## config.mk

```make
export PLATFORM = sky130hd
export DESIGN_NAME = miriscv_mem_arbiter
export DESIGN_NICKNAME = d
export VERILOG_FILES = /design/src/rtl/miriscv_mem_arbiter.sv
export SDC_FILE = /design/constraint.sdc
export NUM_CORES = 1
export LEC_CHECK = 0
export ABC_CLOCK_PERIOD_IN_PS = 1960
export BUFFER_PORTS_ARGS = -buffer_cell sky130_fd_sc_hd__buf_2
export CAP_MARGIN = 0
export CELL_PAD_IN_SITES_DETAIL_PLACEMENT = 0
export CELL_PAD_IN_SITES_GLOBAL_PLACEMENT = 1
export CORE_UTILIZATION = 15
export DETAILED_ROUTE_END_ITERATION = 10
export GPL_ROUTABILITY_DRIVEN = 0
export GPL_TIMING_DRIVEN = 0
export PLACE_DENSITY_LB_ADDON = 0.1
export SLEW_MARGIN = 20
export SYNTH_ARGS = -nofsm -noshare
export SYNTH_HDL_FRONTEND = slang
export SYNTH_SLANG_ARGS = --single-unit
```

## constraint.sdc

```tcl
create_clock -name clk_i -period 1.96 [get_ports clk_i]
set_input_delay 0.392 -clock clk_i [delete_from_list [all_inputs] [get_ports clk_i]]
set_output_delay 0.392 -clock clk_i [all_outputs]
set_load 0.01 [all_outputs]
```

## src/rtl/miriscv_mem_arbiter.sv

```systemverilog
// Two-to-one round-robin arbiter merging instruction-fetch and load/store
// requests onto one req/gnt/rvalid memory port with in-order response routing.
module miriscv_mem_arbiter #(
    parameter int XLEN        = 32,
    parameter int OUTSTANDING = 2
) (
    input  logic              clk_i,
    input  logic              arstn_i,

    input  logic              instr_req_i,
    input  logic [XLEN-1:0]   instr_addr_i,
    output logic              instr_gnt_o,
    output logic              instr_rvalid_o,
    output logic [XLEN-1:0]   instr_rdata_o,

    input  logic              data_req_i,
    input  logic              data_we_i,
    input  logic [XLEN/8-1:0] data_be_i,
    input  logic [XLEN-1:0]   data_addr_i,
    input  logic [XLEN-1:0]   data_wdata_i,
    output logic              data_gnt_o,
    output logic              data_rvalid_o,
    output logic [XLEN-1:0]   data_rdata_o,

    output logic              mem_req_o,
    output logic              mem_we_o,
    output logic [XLEN/8-1:0] mem_be_o,
    output logic [XLEN-1:0]   mem_addr_o,
    output logic [XLEN-1:0]   mem_wdata_o,
    input  logic              mem_gnt_i,
    input  logic              mem_rvalid_i,
    input  logic [XLEN-1:0]   mem_rdata_i,

    output logic              arb_err_o
);

    localparam int CW = $clog2(OUTSTANDING + 1);
    localparam int PW = (OUTSTANDING > 1) ? $clog2(OUTSTANDING) : 1;

    localparam logic OWN_INSTR = 1'b0;
    localparam logic OWN_DATA  = 1'b1;

    logic [OUTSTANDING-1:0] r_owner;
    logic [PW-1:0]          r_wptr;
    logic [PW-1:0]          r_rptr;
    logic [CW-1:0]          r_count;
    logic                   r_lock;
    logic                   r_lock_owner;
    logic                   r_last_grant;
    logic                   r_arb_err;

    logic w_full;
    logic w_sel;
    logic w_sel_req;
    logic w_req;
    logic w_push;
    logic w_pop;
    logic w_head;

    function automatic logic [PW-1:0] f_ptr_inc(input logic [PW-1:0] p);
        return (p == PW'(OUTSTANDING - 1)) ? '0 : p + PW'(1);
    endfunction

    // Full is judged on the registered count: a pop this cycle frees a slot only next cycle.
    assign w_full = (r_count == CW'(OUTSTANDING));

    always_comb begin
        w_sel = OWN_INSTR;
        if (r_lock)
            w_sel = r_lock_owner;
        else if (instr_req_i && data_req_i)
            w_sel = ~r_last_grant;
        else if (data_req_i)
            w_sel = OWN_DATA;
    end

    assign w_sel_req = (w_sel == OWN_DATA) ? data_req_i : instr_req_i;
    assign w_req     = arstn_i & ~w_full & w_sel_req;
    assign w_push    = w_req & mem_gnt_i;
    assign w_pop     = mem_rvalid_i & (r_count != '0);
    assign w_head    = r_owner[r_rptr];

    always_comb begin
        mem_we_o    = 1'b0;
        mem_be_o    = '0;
        mem_addr_o  = '0;
        mem_wdata_o = '0;
        if (w_req) begin
            if (w_sel == OWN_DATA) begin
                mem_we_o    = data_we_i;
                mem_be_o    = data_be_i;
                mem_addr_o  = data_addr_i;
                mem_wdata_o = data_wdata_i;
            end else begin
                mem_be_o    = '1;
                mem_addr_o  = instr_addr_i;
            end
        end
    end

    assign mem_req_o      = w_req;
    assign instr_gnt_o    = w_push & (w_sel == OWN_INSTR);
    assign data_gnt_o     = w_push & (w_sel == OWN_DATA);
    assign instr_rvalid_o = w_pop & (w_head == OWN_INSTR);
    assign data_rvalid_o  = w_pop & (w_head == OWN_DATA);
    assign instr_rdata_o  = mem_rdata_i;
    assign data_rdata_o   = mem_rdata_i;
    assign arb_err_o      = r_arb_err;

    always_ff @(posedge clk_i or negedge arstn_i) begin
        if (!arstn_i) begin
            r_owner      <= '0;
            r_wptr       <= '0;
            r_rptr       <= '0;
            r_count      <= '0;
            r_lock       <= 1'b0;
            r_lock_owner <= OWN_INSTR;
            r_last_grant <= OWN_DATA;
            r_arb_err    <= 1'b0;
        end else begin
            if (w_push) begin
                r_owner[r_wptr] <= w_sel;
                r_wptr          <= f_ptr_inc(r_wptr);
                r_last_grant    <= w_sel;
            end
            if (w_pop)
                r_rptr <= f_ptr_inc(r_rptr);

            if (w_push && !w_pop)
                r_count <= r_count + CW'(1);
            else if (!w_push && w_pop)
                r_count <= r_count - CW'(1);

            // An offered-but-refused request pins the selection until it is accepted.
            if (w_req && !mem_gnt_i) begin
                r_lock       <= 1'b1;
                r_lock_owner <= w_sel;
            end else if (w_push) begin
                r_lock       <= 1'b0;
            end

            if (mem_rvalid_i && (r_count == '0))
                r_arb_err <= 1'b1;
        end
    end

endmodule
```

-- Yosys cells after proc, flatten, opt, wreduce, memory -nomap -nowiden
Index checks and enable logic that the tools add are counted.
- input port bits: 139
- register bits after elaboration: 10
- output and inout port bits: 139
- logic and storage cells: 64
- order comparisons: 3
- equal/unequal tests: 1
- muxes and demuxes: 23
- reductions and logical operators: 13
- bitwise gates (word level): 12
- $add $sub $neg: 4
- operator list (cell ; number):
    $mux W32 ; 4
    $mux W1 ; 13
    $and A1 B1 Y1 ; 8
    $mux W4 ; 2
    $logic_and A1 B1 Y1 ; 6
    $reduce_bool A2 Y1 ; 3
    $lt A1 B2 Y1 const B ; 2
    $mux W2 ; 2
    $not A1 Y1 ; 4
    $logic_not A1 Y1 ; 3
    $add A1 B1 Y1 const B ; 2
    $add A2 B1 Y2 const B ; 1
    $bwmux W2 ; 1
    $eq A2 B2 Y1 const B ; 1
    $logic_not A2 Y1 ; 1
    $sub A2 B1 Y2 const B ; 1
    $demux W1 S1 ; 1
    $ge A1 B1 Y1 const B ; 1

-- Depth between registers and ports, before layout
- word-level depth: 10
- mapped depth: 9

-- Least setup slack after synthesis
No wires, ideal clock.
- path kind: reg-to-reg
- start point: register r_lock
- end point: register r_count[1]
- data required time: 1881 ps
- data arrival time: 1807 ps
- stages on the path, launching flop included: 9
- setup slack: 74 ps
- cells stage by stage: dfrtp_1 > mux2_1 > o2111ai_2 > inv_2 > nand2_1 > inv_1 > ha_1 > nor2_1 > xor2_1
- word-level cells in the longest chain between the ends: 7
- elaborated cells on any way between the ends: 9
- classes of those cells: 3 x mux; 2 x bitwise; 4 x reduce/logical
- ends and longest elaborated chain (item ; RTL line ; RTL):
    start, declared ; 47 ; logic r_lock;
    start signal, assigned ; 116 ; r_lock <= 1'b0;
    start signal, assigned ; 136 ; r_lock <= 1'b1;
    start signal, assigned ; 139 ; r_lock <= 1'b0;
    $mux W1 (*) ; 69 ; if (r_lock)
    $mux W1 (*) ; 77 ; assign w_sel_req = (w_sel == OWN_DATA) ? data_req_i : instr_req_i;
    $and A1 B1 Y1 (*) ; 78 ; assign w_req = arstn_i & ~w_full & w_sel_req;
    named net mem_req_o ; 25 ; output logic mem_req_o,
    $and A1 B1 Y1 (*) ; 79 ; assign w_push = w_req & mem_gnt_i;
    named net w_push ; 56 ; logic w_push;
    $logic_not A1 Y1 ; 131 ; else if (!w_push && w_pop)
    $logic_and A1 B1 Y1 ; 131 ;
    $reduce_bool A2 Y1 (no source line) ; n/a ;
    end signal, assigned ; 130 ; r_count <= r_count + CW'(1);
    end signal, assigned ; 132 ; r_count <= r_count - CW'(1);
    end, declared ; 46 ; logic [CW-1:0] r_count;
Mark *: on every way through the listed nets, which the timed path passes. The rest lies on a longest branch.
A chain may end at the register's enable or synchronous reset.

-- Worst setup path after layout
- start point: register r_lock
- end point: output port mem_addr_o[20]
- word-level cells in the longest chain between the ends: 4
- elaborated cells on any way between the ends: 5
- classes of those cells: 4 x mux; 1 x bitwise
- ends and longest elaborated chain (item ; RTL line ; RTL):
    $mux W1 (*) ; 69 ;
    $mux W1 ; 77 ;
    $and A1 B1 Y1 ; 78 ;
    $mux W32 (*) ; 88 ; if (w_req) begin
    end, declared ; 28 ; output logic [XLEN-1:0] mem_addr_o,
Mark *: on every way between the ends. The rest lies on a longest branch, timed or not.

==> run summary <==
Outcome - finished, violations left
Failing checks - setup timing
Routed WL - 7930 µm
Sequential cell fraction of total power - 0.102
Top cell type's share of synthesized area - 0.300
Worst clock skew - 0.00136 ns
R2r endpoint - r_count[1]
Most instantiated cells after synthesis - buf_4 (69), nor2_1 (49), and2_1 (33), mux2i_1 (33), dfrtp_1 (9)
Share of power burned in the clock network - 0.098
Die area - 0.0119 mm²
Core Region - 0.0110 mm²
CTS sink cnt - 10
Measured slew at the worst slew-check pin - 0.427 ns
Clock buffer depth - 2
Die width - 109 µm
Setup slack after layout - -0.168 ns
Relative slew slack - 0.713
P_sw - 1.65 mW
Dominant cell type by area after synthesis - buf_4
YS warnings - 0
Setup-failing EPs final - 71
N_diodes - 0
DRC violations left - 0
Setup slack on the worst flop-to-flop path - 0.04 ns
Die span in y - 109 µm
CP max FO - 10
Avg Cell Area, Syn - 7.50 µm²
Fin Setup TNS - -8.24 ns
Unique masters post-synth - 27
Hpwl dp - 6490 µm
Synth Cell Area - 0.00172 mm²
Vias in the first global route - 2,077
Clk Latency, worst-skew pair - 0.24 ns
Power per Cell Area - 1060 mW/mm²
Initial antenna violation count - 0
Sequential fraction of the synthesis area - 0.146
CP endpoint - mem_addr_o[20]
Peak supply drop - 0.000604 V
Clock slew seen by the registers of the worst setup and hold paths - 0.04 ns
Final ANT Viol Nets - 0
Slew Viols, Final - 0
Comb pwr share - 0.800
CTS root buf - clkbuf_16
CTS tree - done
Crit Path Category - reg -> out
Hold Vio Cnt, Final - 0
Crit path DAT - 1.74 ns
Max Cap Viol - 0
Post-synth EDFFs - 0
Post-route cell area - 0.00394 mm²
Drt pass-1 iters - 4
Nets - 639
Tot Pwr - 4.17 mW
Synthesis-to-layout area growth - 129%
Cts hold-fix bufs - 0
GRT Total Usage - 0.113
Drt first-iter violations - 51
Startpoint class of the critical path - flop
Place WS - -0.205 ns
Starting density of the core - 0.156
Hold crit path type - in -> async
CP endpoint kind - output port
CP Launch Point - r_lock
Largest net degree at the start of global routing - 13
Final period utilization - 1.09
Post-Syn Instances - 230
Fmax - 470 MHz
Via/cell ratio - 3.72
Tmin final - 2.13 ns
Required time of the critical path - 1.57 ns
Port buffer count - 245
Most common cell in the synthesized netlist - buf_4
Int Power - 2.52 mW
I/O pin total - 278
Routed vias - 2,375
# rows - 38
Num CTS Buffers - 3
FFs w/ async S/R, synth - 1.00
Final hold slack - 0.0354 ns
RSZ-0062 raised after global routing - yes
Final global-route overflow total - 0
Top post-synthesis cells by area - buf_4 (30%), mux2i_1 (19%), dfrtp_1 (13%)
First-pass GRT wire length - 10,500 µm
H-tree level count - 1
DR WL/cell - 12.4 µm
Sw frac - 0.395
Primary FF master, synth - dfrtp_1
Placed cell area - 0.00313 mm²
Seq cells post-synth - 10
Layout cells sized above 1 - 0.799
R2r startpoint - r_lock
Syn_nets - 370
Worst reg2reg path depth - 10
Total leakage power - 2.30 nW
-- layout make-up --
class	count	area, µm²
multi-input combinational	142	1100
tap	140	175
sequential	10	254
buffer	74	634
clock buffer	4	88.8
timing repair buffer	265	1670
fill	1203	7090
inverter	3	23.8
-- critical path: stages (launching register included) --
cell       delay [ns]
dfrtp_2          0.44
mux2_4           0.32
o2111ai_4        0.23
buf_6            0.18
buf_8            0.13
nor2_1           0.05
buf_2            0.14
-- how the worst min path moves through the flow --
| stage | depth (start not counted) | startpoint | to |
|---|---|---|---|
| finish | 1 | arstn_i | r_wptr |
| CTS | 1 | arstn_i | r_count[1] |
| global placement | 1 | arstn_i | r_count[1] |
| floorplan | 0 | arstn_i | arb_err_o |
| global route | 1 | arstn_i | r_count[1] |
| detailed placement | 1 | arstn_i | r_count[1] |
-- metal layers --
metal  wire [µm]  GRT usage  vias to the layer above
li1            -          -                     1207
met1        2610      0.115                     1055
met2        4720      0.235                      109
met3         565     0.0233                        4
met4          36     0.0181                        0
met5           0          0                        -
-- timing repair --
action                                  4_1_cts  5_1_grt
pin swaps                                    33        9
endpoints found under the setup margin       73       74
setup buffers                                 8        9
gates cloned                                  3        1
resized for setup                            68       76
-- per-stage QoR --
stage	util	instances
2_1_floorplan	-	230
3_3_place_gp	0.283	615
3_5_place_dp	0.283	615
4_1_cts	0.325	630
5_1_grt	0.358	638
6_report	0.358	638
-- cell usage in the layout (no fill, tap or decap), types with 2 or more instances in the layout --
cell and n:
a21oi_1 3, a31oi_1 2, and2_4 33, buf_12 4, buf_2 210, buf_4 74
buf_6 43, buf_8 7, clkbuf_16 4, dfrtp_1 7, dfrtp_2 2, mux2i_1 32
nor2_1 43, nor2_2 5, xnor2_1 3
-- sequential cells by signal (all words and copies together), names as in the netlist --
register and flops:
r_owner 2, r_lock_owner 1, r_lock 1, r_rptr 1, r_wptr 1, r_count 2, arb_err_o 1, r_last_grant 1
-- power groups by stage --
stage / clock network, mW / logic (mW) / registers (mW)
3_3_place_gp: 0 / 2.28 / 0.404
2_1_floorplan: 0 / 1.49 / 0.384
3_5_place_dp: 0 / 2.28 / 0.403
5_1_grt: 0.429 / 3.59 / 0.441
4_1_cts: 0.419 / 2.90 / 0.412
6_report: 0.408 / 3.34 / 0.425
-- cells by family (layout without fill, tap and decap cells) --
family,count (synthesis),in the layout,share of synthesized area
xor+xnor,5,5,0.0254
fa+ha+maj,1,1,0.00726
compound gates,11,11,0.0464
buf+inv,78,346,0.322
flops,10,10,0.146
simple gates,91,91,0.255
mux,34,34,0.198
No activity file was read; power rests on OpenSTA's default activity.
